<file path="src/rtl/mem_dump_reader_pkg.sv">
// Shared types for the memory dump reader: FSM state encoding.
package mem_dump_reader_pkg;

  typedef enum logic [2:0] {
    IDLE = 3'd0,
    READ = 3'd1,
    WAIT = 3'd2,
    OUT  = 3'd3,
    DONE = 3'd4
  } dump_state_t;

endpackage

</file>
<file path="src/rtl/mem_dump_reader.sv">
// Walks an inclusive (wrapping) address range, issues one memory read per word and
// streams {address, data} over valid/ready. One read in flight at a time.
module mem_dump_reader
  import mem_dump_reader_pkg::*;
#(
  parameter int DEFAULT_WORD_W = 8,
  parameter int ADDR_WIDTH     = 5,
  parameter int READ_LATENCY   = 1
) (
  input  logic                      clk,
  input  logic                      rst_n,
  input  logic                      start,
  input  logic [ADDR_WIDTH-1:0]     first_addr,
  input  logic [ADDR_WIDTH-1:0]     last_addr,
  output logic                      mem_read,
  output logic                      mem_write,
  output logic [ADDR_WIDTH-1:0]     mem_addr,
  input  logic [DEFAULT_WORD_W-1:0] mem_rdata,
  output logic                      dout_valid,
  input  logic                      dout_ready,
  output logic [ADDR_WIDTH-1:0]     dout_addr,
  output logic [DEFAULT_WORD_W-1:0] dout_data,
  output logic                      busy,
  output logic                      done
);

  localparam int CNT_W = (READ_LATENCY > 0) ? $clog2(READ_LATENCY + 1) : 1;

  dump_state_t               state_reg;
  dump_state_t               state_next;
  logic [ADDR_WIDTH-1:0]     cur_reg;
  logic [ADDR_WIDTH-1:0]     cur_next;
  logic [ADDR_WIDTH-1:0]     last_reg;
  logic [ADDR_WIDTH-1:0]     mem_addr_reg;
  logic [CNT_W-1:0]          cnt_reg;
  logic [ADDR_WIDTH-1:0]     dout_addr_reg;
  logic [DEFAULT_WORD_W-1:0] dout_data_reg;
  logic                      handshake;
  logic                      last_word;
  logic                      capture;

  assign handshake = (state_reg == OUT) && dout_ready;
  assign last_word = (cur_reg == last_reg);
  // The final WAIT edge is the one on which mem_rdata carries the requested word.
  assign capture   = (state_reg == WAIT) && (cnt_reg == CNT_W'(1));

  // ---------------- state register ----------------
  always_ff @(posedge clk or negedge rst_n) begin
    if (!rst_n) begin
      state_reg <= IDLE;
    end else begin
      state_reg <= state_next;
    end
  end

  // ---------------- next-state logic ----------------
  always_comb begin
    state_next = state_reg;
    case (state_reg)
      IDLE: if (start) state_next = READ;
      READ: state_next = WAIT;
      WAIT: if (capture) state_next = OUT;
      OUT: begin
        if (handshake) state_next = last_word ? DONE : READ;
      end
      DONE: state_next = IDLE;
      default: state_next = IDLE;
    endcase
  end

  // ---------------- output logic ----------------
  always_comb begin
    mem_read   = (state_reg == READ);
    mem_write  = 1'b0;
    dout_valid = (state_reg == OUT);
    busy       = (state_reg != IDLE);
    done       = (state_reg == DONE);
  end

  assign mem_addr  = mem_addr_reg;
  assign dout_addr = dout_addr_reg;
  assign dout_data = dout_data_reg;

  // ---------------- address counter ----------------
  always_comb begin
    cur_next = cur_reg;
    if ((state_reg == IDLE) && start) begin
      cur_next = first_addr;
    end else if (handshake && !last_word) begin
      cur_next = cur_reg + ADDR_WIDTH'(1);
    end
  end

  always_ff @(posedge clk or negedge rst_n) begin
    if (!rst_n) begin
      cur_reg      <= '0;
      last_reg     <= '0;
      mem_addr_reg <= '0;
    end else begin
      cur_reg <= cur_next;
      if ((state_reg == IDLE) && start) begin
        last_reg <= last_addr;
      end
      // Load the port address on entry to READ so it is valid during that cycle
      // and simply holds afterwards.
      if (state_next == READ) begin
        mem_addr_reg <= cur_next;
      end
    end
  end

  // ---------------- read latency counter ----------------
  always_ff @(posedge clk or negedge rst_n) begin
    if (!rst_n) begin
      cnt_reg <= '0;
    end else if (state_reg == READ) begin
      cnt_reg <= CNT_W'(READ_LATENCY);
    end else if (state_reg == WAIT) begin
      cnt_reg <= cnt_reg - CNT_W'(1);
    end
  end

  // ---------------- output word register ----------------
  always_ff @(posedge clk or negedge rst_n) begin
    if (!rst_n) begin
      dout_addr_reg <= '0;
      dout_data_reg <= '0;
    end else if (capture) begin
      dout_addr_reg <= cur_reg;
      dout_data_reg <= mem_rdata;
    end
  end

endmodule

</file>
<file path="config.mk">
export PLATFORM = sky130hd
export DESIGN_NAME = mem_dump_reader
export DESIGN_NICKNAME = d
export VERILOG_FILES = /design/src/rtl/mem_dump_reader_pkg.sv /design/src/rtl/mem_dump_reader.sv
export SDC_FILE = /design/constraint.sdc
export NUM_CORES = 1
export LEC_CHECK = 0
export ABC_AREA = 1
export ABC_CLOCK_PERIOD_IN_PS = 3600
export CORE_MARGIN = 2
export CORE_UTILIZATION = 40
export DETAILED_ROUTE_END_ITERATION = 7
export PLACE_DENSITY = 0.81
export SKIP_LAST_GASP = 1
export SYNTH_ARGS = -nofsm -noshare
export SYNTH_HDL_FRONTEND = slang
export SYNTH_SLANG_ARGS = --single-unit
</file>
<file path="constraint.sdc">
create_clock -name clk -period 3.6 [get_ports clk]
set_clock_uncertainty 0.1 [all_clocks]
set_input_delay 0.72 -clock clk [delete_from_list [all_inputs] [get_ports clk]]
set_output_delay 0.72 -clock clk [all_outputs]
set_load 0.01 [all_outputs]
</file>
==> out/metrics.cfg, run 1 <==
[setup_path]
crit_path_max_incr_delay_ps = 550
start_kind = register
path_cells = inv_1, nand2_2, inv_1, clkdlybuf4s50_1
cp_max_fo = 6
rrSetupSlack_ps = 1720
crit_type = reg -> out
cp-end-kind = output port
crit_arrival_ps = 1630
cpMostUsedCell = inv_1
crit_slowest_cell = clkdlybuf4s50_1
required_ps = 2780

[power]
power_density_nw_per_um2 = 900.7
cellInternalPower_uw = 1166
p_sw_uw = 745.7
power_leakage_uw = 0.001049
combPwrFrac_pct = 48.7
max-vdd-ir-drop_mv = 0.3789
pwr-share-clk_pct = 17.4
p_sw_share_pct = 39.01
seqPwrFrac_pct = 33.9
power.total_uw = 1911

[synthesis]
syn_area_per_cell_um2 = 8.348
synth-edff-count = 0
synth_commonest_cells = 74 x nand2_1, 32 x dfrtp_1, 15 x inv_1
synthFlopType = dfrtp_1
synth_largest_area_cell = dfrtp_1
syn_nets = 209
yosys.area.top_type_share_pct = 51.57
ys_async_sr_fraction_pct = 100.0
netlist_area_um2 = 1553
yosysWarnings = 0
ys_seq_elements = 32
yosysSeqAreaShare_pct = 51.57
synthCells = 186
yosysMostFrequentCell = nand2_1
synth_area_leaders = dfrtp_1 52%, nand2_1 18%, nand3_1 4.2%
yosysUniqueCellTypes = 30

[job]
maxCapViolCount = 0

[die]
dieHeight_um = 66.31
initial_core_util_pct = 42.10
core_area_um2 = 3689
rows = 22
pin_count = 45
die_w_um = 66.31
fp.dieArea_um2 = 4396

[run_status]
status = finished, final reports clean

[sta]
setup_viol = 0
fin_crit_sh_pct = 68.05
fin_crit_ps = 2450
timing_worst_slew_pin_value_ps = 577.5
finalSetupTns_ps = 0
grt_setup_unrepaired = no
final_hold_viol_count = 0
fmaxAchievable_mhz = 408.2
relSlewSlack_pct = 61.41
slew_viol_final = 0

[layout]
syn_to_final_growth_pct = 36.66
antenna_cells = 0
layout-drive-gt1-share_pct = 10.30
largest_reg_flops = 8
nets = 255

[placement]
routabilityCongestion = 0.8990
io_buffers = 43
hpwlAfterDp_um = 2369

[cts]
post_cts_buffers = 0
clock_path_buffers = 2
insertion_delay_ps = 280
hold_buffers = 0
clk_pin_slew_ps = 70
cts_buffers = 5
clkSinkCount = 32
root_buffer = clkbuf_8
h-tree-depth = 2
cts_tree = built
ctsResizeCount = 0

[grt]
grt_pass1_wl_um = 5126
grt-ovfl-total = 0
track_usage_pct = 15.71
grt_pass1_vias = 1184
grt_start_max_net_pins = 33
antenna_found_initial = 0

[route]
wl_per_cell_um = 10.89
routed_wl_um = 3059
drc = 0
post_drt_via_cell_ratio = 4.534
drtIter0Drc = 20
dr_total_vias = 1274
antenna_left = 0
drtPass1Iterations = 4

[min_path]
hp-class = reg -> reg

kinds of logic (layout without fill, tap and decap cells):
family / count (synthesis) / count (layout) / share of synthesized area [%]
and+or+nand+nor: 110 / 110 / 32.88
adders and majority gates: 1 / 1 / 0.8057
AOI/OAI and AO/OA: 12 / 12 / 4.674
buffers and inverters: 26 / 73 / 7.574
xor gates and xnor gates: 4 / 4 / 2.257
DFF: 32 / 32 / 51.57
other: 1 / 1 / 0.2415
routing by layer:
layer  GRT usage [%]  share of wire, %
met2           25.25                47
met4           7.143               1.4
met5               0                 0
met3           5.281               5.6
met1           18.97                45
area by class of cell:
cell class	instances	area, um2
fill	355	1567
sequential	32	800.8
multi-input combinational	128	634.4
timing repair buffer	44	437.9
inverter	21	81.33
clock buffer	6	72.57
tap	48	60.06
clock inverter	2	35.03
layout by cell type, fill, tap and decap left out, drive strengths merged, types with 2 or more instances in the layout:
| cell type | Yosys | layout |
|---|---|---|
| nor2 | 8 | 8 |
| xor2 | 2 | 2 |
| clkinv | 1 | 2 |
| clkbuf | 0 | 6 |
| inv | 20 | 20 |
| xnor2 | 2 | 2 |
| and2 | 2 | 2 |
| nand2 | 80 | 80 |
| o211ai | 2 | 2 |
| nand3b | 2 | 2 |
| dfrtp | 32 | 32 |
| o21ai | 9 | 9 |
| clkdlybuf4s50 | 0 | 43 |
| or2 | 2 | 2 |
| nand3 | 14 | 14 |
power groups by stage:
stage | Sequential (uW) | Combinational (uW) | Clock [uW]
floorplan | 682 | 557 | 0
global placement | 652 | 923 | 0
detailed placement | 653 | 948 | 0
CTS | 650 | 949 | 339
global route | 676 | 1050 | 352
finish | 649 | 931 | 332
final timing paths:
check	startpoint	endpoint	depth (start not counted)
min in group asynchronous	rst_n	mem_addr[4]	2
max in group asynchronous	rst_n	last_reg[0]	2
worst max register to register	state_reg[1]	mem_addr[2]	8
worst max-delay path	state_reg[2]	dout_valid	4
worst min-delay path	dout_data[5]	dout_data[5]	2
worst min register to register	dout_data[5]	dout_data[5]	2
critical path, delay by kind of cell, from the launching register on:
kind / cells / cell delay (ps)
and+or+nand+nor: 1 / 140
buffers and inverters: 3 / 830
DFF: 1 / 380
metrics by stage:
step | hold WS (ps) | util, % | worst slack [ps] | cells | instance area (um2)
6_report | 381.8 | 57.53 | 1150 | 281 | 2122
5_1_grt | 412.7 | 57.53 | 1068 | 281 | 2122
4_1_cts | 384.1 | 57.53 | 1129 | 281 | 2122
3_5_place_dp | 369.5 | 54.61 | 1162 | 273 | 2014
3_3_place_gp | 364.3 | 54.61 | 1255 | 273 | 2014
2_1_floorplan | 324.4 | - | 1974 | 186 | 1553
Note: power is estimated with default switching activity, not from simulation.
==> inputs of run 2 (changes only) <==
- ABC_CLOCK_PERIOD_IN_PS: 3600 -> 2250
- PLACE_DENSITY: 0.81 -> 0.84
- clock period: 3.6 -> 2.25 ns (I/O delays scaled with it)
==> run 2 against run 1 <==
Effect of this change:
- sequential power increased by 62%
- register-to-register slack got worse by 1200 ps
- global-route usage increased by 0.51 points
- setup slack got worse by 1000 ps
- sequential share of layout area increased by 0.089 points
- highest routed layer unchanged
- core utilization decreased by 0.14 points
- first-iteration DRC count increased by 150%
==> out/metrics.cfg, run 2 (same netlist as run 1, synthesis figures left out) <==
[cts]
insertion_delay_ps = 280  ; about the same
cts_buffers = 5  ; unchanged
cts_tree = built  ; unchanged
clkSinkCount = 32  ; unchanged
h-tree-depth = 2  ; unchanged
root_buffer = clkbuf_8  ; unchanged
ctsResizeCount = 0  ; unchanged
hold_buffers = 0  ; unchanged
post_cts_buffers = 0  ; unchanged
clk_pin_slew_ps = 70  ; about the same
clock_path_buffers = 2  ; unchanged

[sta]
timing.hold.ws_ps = 377.8  ; was 381.8 ps
grt_setup_unrepaired = no  ; unchanged
final_hold_viol_count = 0  ; unchanged
finalSetupTns_ps = 0  ; unchanged
setup_viol = 0  ; unchanged
fin_crit_ps = 2142
fmaxAchievable_mhz = 466.8
slew_viol_final = 0  ; unchanged
fin_crit_sh_pct = 95.21

[setup_path]
crit_slowest_cell = clkdlybuf4s50_1  ; unchanged
cp_max_fo = 6  ; unchanged
crit_type = reg -> out  ; unchanged
start_kind = register  ; unchanged
path_cells = inv_1, nand2_2, inv_1, clkdlybuf4s50_1  ; unchanged
cp-end-kind = output port  ; unchanged
cpMostUsedCell = inv_1  ; unchanged
crit_path_max_incr_delay_ps = 540  ; was 550 ps
required_ps = 1700  ; was 2780 ps
crit_arrival_ps = 1590  ; was 1630 ps

[run_status]
status = finished, final reports clean  ; unchanged

[layout]
fin_cells = 283  ; was 281
largest_reg_flops = 8  ; unchanged
design_area_um2 = 2117  ; was 2122 um2
final_common_cell = nand2_1  ; unchanged
nets = 257  ; was 255
syn_to_final_growth_pct = 36.34  ; was 36.66%
antenna_cells = 0  ; unchanged
final_cell_mix = 74 x nand2_1, 43 x clkdlybuf4s50_1, 32 x dfrtp_1  ; unchanged
layout-drive-gt1-share_pct = 11.49  ; was 10.30%

[grt]
grt_pass1_wl_um = 5395  ; was 5126 um
antenna_found_initial = 0  ; unchanged
use_met3_pct = 4.089  ; was 5.281%
grt_start_max_net_pins = 33  ; unchanged
met2_usage_pct = 26.25  ; was 25.25%
grt-ovfl-total = 0  ; unchanged
track_usage_pct = 16.22  ; was 15.71%
grt_util_met1_pct = 20.72  ; was 18.97%
top_usage_layer = met2  ; unchanged
grt_pass1_vias = 1238  ; was 1184

[route]
dr_total_vias = 1278  ; was 1274
routed_wl_um = 3145  ; was 3059 um
wl_per_cell_um = 11.11  ; was 10.89 um
drtIter0Drc = 49  ; was 20
drc = 0  ; unchanged
post_drt_via_cell_ratio = 4.516  ; was 4.534
antenna_left = 0  ; unchanged
drtPass1Iterations = 4  ; unchanged

[placement]
hpwlAfterDp_um = 2418  ; was 2369 um
routabilityCongestion = 0.8961  ; was 0.8990
placed_area_um2 = 2029  ; was 2014 um2
numPlacedInstances = 275  ; was 273
io_buffers = 43  ; unchanged

[die]
pin_count = 45  ; unchanged
fp.dieArea_um2 = 4396  ; unchanged
dieHeight_um = 66.31  ; unchanged
initial_core_util_pct = 42.10  ; unchanged
die_w_um = 66.31  ; unchanged
core_area_um2 = 3689  ; unchanged
rows = 22  ; unchanged

[power]
power_density_nw_per_um2 = 1410  ; was 900.7 nW/um2
max-vdd-ir-drop_mv = 0.6779  ; was 0.3789 mV
power_leakage_uw = 0.001051  ; was 0.001049 uW

[min_path]
hp-class = reg -> reg  ; unchanged

[job]
maxCapViolCount = 0  ; unchanged

run 2: cell types whose count changed in the layout (fill, tap and decap cells not counted):
cell       delta
buf_4         +2
clkbuf_1      -1
clkinv_4      +1
clkinv_2      +1
bufinv_16     -1
run 2: worst max-delay path, delay by kind of cell (launching register included):
| family | cells | cell delay (ps) |
|---|---|---|
| buffers and inverters | 3 | 800 |
| AND/OR/NAND/NOR | 1 | 130 |
| flip-flops | 1 | 380 |
run 2: report_power, final:
part	internal (uW)	switching, uW
Clock	215	209
Combinational	702	809
Sequential	851	199
Total	1770	1220
run 2: layout make-up:
class | instances | area [um2]
timing repair buffer | 46 | 452.9
sequential | 32 | 800.8
inverter | 21 | 81.33
tap | 48 | 60.06
multi-input combinational | 128 | 634.4
clock inverter | 3 | 18.77
clock buffer | 5 | 68.82
fill | 335 | 1572
run 2: path summary, 6_finish.rpt:
| kind | from | endpoint | slack, ps | cells after the start |
|---|---|---|---|---|
| worst max-delay path | state_reg[2] | dout_valid | 110 | 4 |
| worst min-delay path | dout_data[2] | dout_data[2] | 380 | 2 |
| worst max register to register | state_reg[0] | mem_addr[2] | 540 | 7 |
| worst min register to register | dout_data[2] | dout_data[2] | 380 | 2 |
| max in group asynchronous | rst_n | state_reg[1] | 1320 | 2 |
| min in group asynchronous | rst_n | mem_addr[4] | 450 | 2 |
run 2: per-stage QoR:
stage                     worst slack, ps  power [uW]  utilization (%)
after floorplan                     839.1        1982                -
after global placement              324.9        2540            55.02
after detailed placement            253.8        2584            55.02
after CTS                           91.74        3017            57.39
after global routing                15.61        3250            57.39
final                               107.8        2985            57.39
run 2: layer usage:
metal / up-vias / part of all wire (%)
met5: - / 0
met4: 0 / 1.0
met3: 4 / 6.7
met2: 43 / 45
met1: 563 / 47
li1: 668 / -
==> inputs of run 3 (changes only) <==
- ABC_AREA: 1 -> unset
==> run 3 against run 2 <==
Effect of this change:
- register-to-register slack worse by 320 ps
- critical path depth down 2
- routed wire length up 9.1%
- critical path type unchanged
- core utilization up 2.1 points
==> out/metrics.cfg, run 3 <==
[sta]
timing.hold.ws_ps = 397.9  ; was 377.8 ps
slew_viol_final = 0  ; unchanged
fin_crit_sh_pct = 95.66  ; was 95.21%
fmaxAchievable_mhz = 464.6  ; was 466.8 MHz
fin_crit_ps = 2152  ; was 2142 ps
final_hold_viol_count = 0  ; unchanged
grt_setup_unrepaired = yes  ; was no
setup_viol = 0  ; unchanged

[setup_path]
required_ps = 1700  ; about the same
crit_slowest_cell = clkdlybuf4s50_1  ; unchanged
reg2reg_to = mem_addr[3]  ; was mem_addr[2]
reg2reg_from = cur_reg[3]  ; was state_reg[0]
crit_type = reg -> out  ; unchanged
cp-end-kind = output port  ; unchanged
rr_worst_depth = 5  ; was 7
path_cells = and3b_1, clkdlybuf4s50_1  ; was inv_1, nand2_2, inv_1, clkdlybuf4s50_1
crit_path_max_incr_delay_ps = 550  ; was 540 ps
rrSetupSlack_ps = 220  ; was 540 ps
crit_arrival_ps = 1600  ; was 1590 ps
start_kind = register  ; unchanged
cp_max_fo = 10  ; was 6

[synthesis]
ys_async_sr_fraction_pct = 100.0  ; unchanged
synth-xor-area-share_pct = 3.325  ; was 2.256%
ys_seq_elements = 32  ; unchanged
synth_commonest_cells = 32 x dfrtp_1, 22 x nand2_1, 17 x mux2_2  ; was 74 x nand2_1, 32 x dfrtp_1, 15 x inv_1
syn_area_per_cell_um2 = 11.45  ; was 8.348 um2
yosysWarnings = 0  ; unchanged
synth-simple-area-share_pct = 17.66  ; was 32.88%
synthMuxAreaShare_pct = 13.38  ; was 0%
yosys.area.top_type_share_pct = 50.67  ; was 51.57%
synthAdderAreaFrac_pct = 0.7918  ; was 0.8058%
synth_largest_area_cell = dfrtp_1  ; unchanged
yosysMostFrequentCell = dfrtp_1  ; was nand2_1
synthCells = 138  ; was 186
syn_nets = 161  ; was 209
synth-compound-area-share_pct = 9.976  ; was 4.674%
netlist_area_um2 = 1580  ; was 1553 um2
synth_top_family_by_area = simple AND/OR/NAND/NOR gates  ; unchanged
yosysSeqAreaShare_pct = 50.67  ; was 51.57%
synth_area_leaders = dfrtp_1 51%, mux2_2 12%, nand2_1 5.2%  ; was dfrtp_1 52%, nand2_1 18%, nand3_1 4.2%
synthFlopType = dfrtp_1  ; unchanged
yosysUniqueCellTypes = 43  ; was 30
synth-edff-count = 0  ; unchanged

[power]
max-vdd-ir-drop_mv = 0.7952  ; was 0.6779 mV
power_leakage_uw = 0.0009519  ; was 0.001051 uW
power_density_nw_per_um2 = 1456  ; was 1410 nW/um2
power.total_uw = 3218  ; was 2985 uW

[route]
drc = 0  ; unchanged
wl_per_cell_um = 14.24  ; was 11.11 um
post_drt_via_cell_ratio = 5.303  ; was 4.516
antenna_left = 0  ; unchanged
drtIter0Drc = 86  ; was 49
dr_total_vias = 1278  ; unchanged
drtPass1Iterations = 4  ; unchanged
routed_wl_um = 3432  ; was 3145 um

[layout]
fillers = 307  ; was 335
syn_to_final_growth_pct = 39.83  ; was 36.34%
fin_cells = 241  ; was 283
regArea_um2 = 804.5  ; was 800.8 um2
antenna_cells = 0  ; unchanged
final_cell_mix = 43 x clkdlybuf4s50_1, 29 x dfrtp_1, 22 x nand2_1  ; was 74 x nand2_1, 43 x clkdlybuf4s50_1, 32 x dfrtp_1
layout-drive-gt1-share_pct = 23.32  ; was 11.49%
nets = 215  ; was 257
largest_reg_flops = 8  ; unchanged
final_common_cell = clkdlybuf4s50_1  ; was nand2_1
multi_input_area_um2 = 716.9  ; was 634.4 um2

[die]
initial_core_util_pct = 42.53  ; was 42.10%
rows = 22  ; unchanged
pin_count = 45  ; unchanged
die_w_um = 66.86  ; was 66.31 um
dieHeight_um = 66.86  ; was 66.31 um
core_area_um2 = 3716  ; was 3689 um2
fp.dieArea_um2 = 4470  ; was 4396 um2

[grt]
grt_pass1_wl_um = 5885  ; was 5395 um
track_usage_pct = 17.74  ; was 16.22%
grt-ovfl-total = 0  ; unchanged
antenna_found_initial = 0  ; unchanged
grt_pass1_vias = 1249  ; was 1238
grt_start_max_net_pins = 33  ; unchanged

[cts]
clk_pin_slew_ps = 70  ; about the same
cts_tree = built  ; unchanged
cts_buffers = 5  ; unchanged
insertion_delay_ps = 290  ; was 280 ps
root_buffer = clkbuf_8  ; unchanged
clock_path_buffers = 2  ; unchanged
h-tree-depth = 2  ; unchanged
post_cts_buffers = 0  ; unchanged
clkSinkCount = 32  ; unchanged
hold_buffers = 0  ; unchanged

[placement]
io_buffers = 43  ; unchanged
numPlacedInstances = 233  ; was 275
hpwlAfterDp_um = 2467  ; was 2418 um
routabilityCongestion = 0.8526  ; was 0.8961

[min_path]
hp-class = reg -> reg  ; unchanged
min_from = last_reg[3]  ; was dout_data[2]
holdPathEnd = last_reg[3]  ; was dout_data[2]
holdPathStages = 2  ; unchanged

[run_status]
status = finished, final reports clean  ; unchanged

[job]
maxCapViolCount = 0  ; unchanged

## run 3: critical path: cells and delay by family, from the launching register on
| family | cells | cell delay, ps |
|---|---|---|
| DFF | 1 | 470 |
| and+or+nand+nor | 1 | 290 |
| buffers and inverters | 1 | 550 |
## run 3: kinds of logic (layout without fill, tap and decap cells)
kind of cell / Yosys count / after routing
multiplexers: 19 / 19
AND/OR/NAND/NOR: 48 / 48
AO/OA/AOI/OAI: 19 / 19
other: 1 / 1
adder cells (fa/ha/maj): 1 / 1
buffers and inverters: 12 / 67
flip-flops: 32 / 32
XOR/XNOR: 6 / 6
## run 3: area by class of cell
class / count / area share, %
clock buffers: 6 / 3.737
flip-flops and latches: 32 / 36.41
clock inverters: 2 / 0.4530
inverters: 4 / 0.6795
well taps: 48 / 2.718
multi-input cells: 94 / 32.45
repair buffers: 55 / 23.56
## run 3: metal layers
metal	vias to the layer above	track usage [%]	part of all wire, %
li1	601	-	-
met1	624	23.47	44
met2	45	26.88	46
met3	8	4.730	7.3
met4	0	8.418	1.8
met5	-	0	0
## run 3: through the flow
stage	instance area, um2	util [%]	setup slack, ps	TNS [ps]
finish	2210	59.46	97.71	0
global route	2210	59.46	-6.036	-6.036
CTS	2207	59.39	25.20	0
detailed placement	2113	56.87	-6.770	-6.770
global placement	2113	56.87	37.26	0
floorplan	1580	-	321.0	0
## run 3: where the power goes
part,switching [uW],internal (uW),total (uW),leakage (uW)
clock,220,244,464,0.0000510
combinational,715,937,1650,0.000522
sequential,237,865,1100,0.000379
## run 3: what timing repair did
item,4_1_cts,5_1_grt
setup endpoints to repair,1,4
gates resized for setup,1,2
hold endpoints to repair,0,0
## run 3: how the worst max path moves through the flow
stage / start / to / slack [ps] / depth (start not counted)
finish: state_reg[2] / dout_valid / 100 / 2
global route: state_reg[1] / mem_read / -6 / 2
CTS: state_reg[0] / dout_valid / 30 / 2
detailed placement: start / mem_addr[4] / -7 / 7
global placement: start / mem_addr[2] / 40 / 7
floorplan: cur_reg[2] / mem_addr[1] / 320 / 5
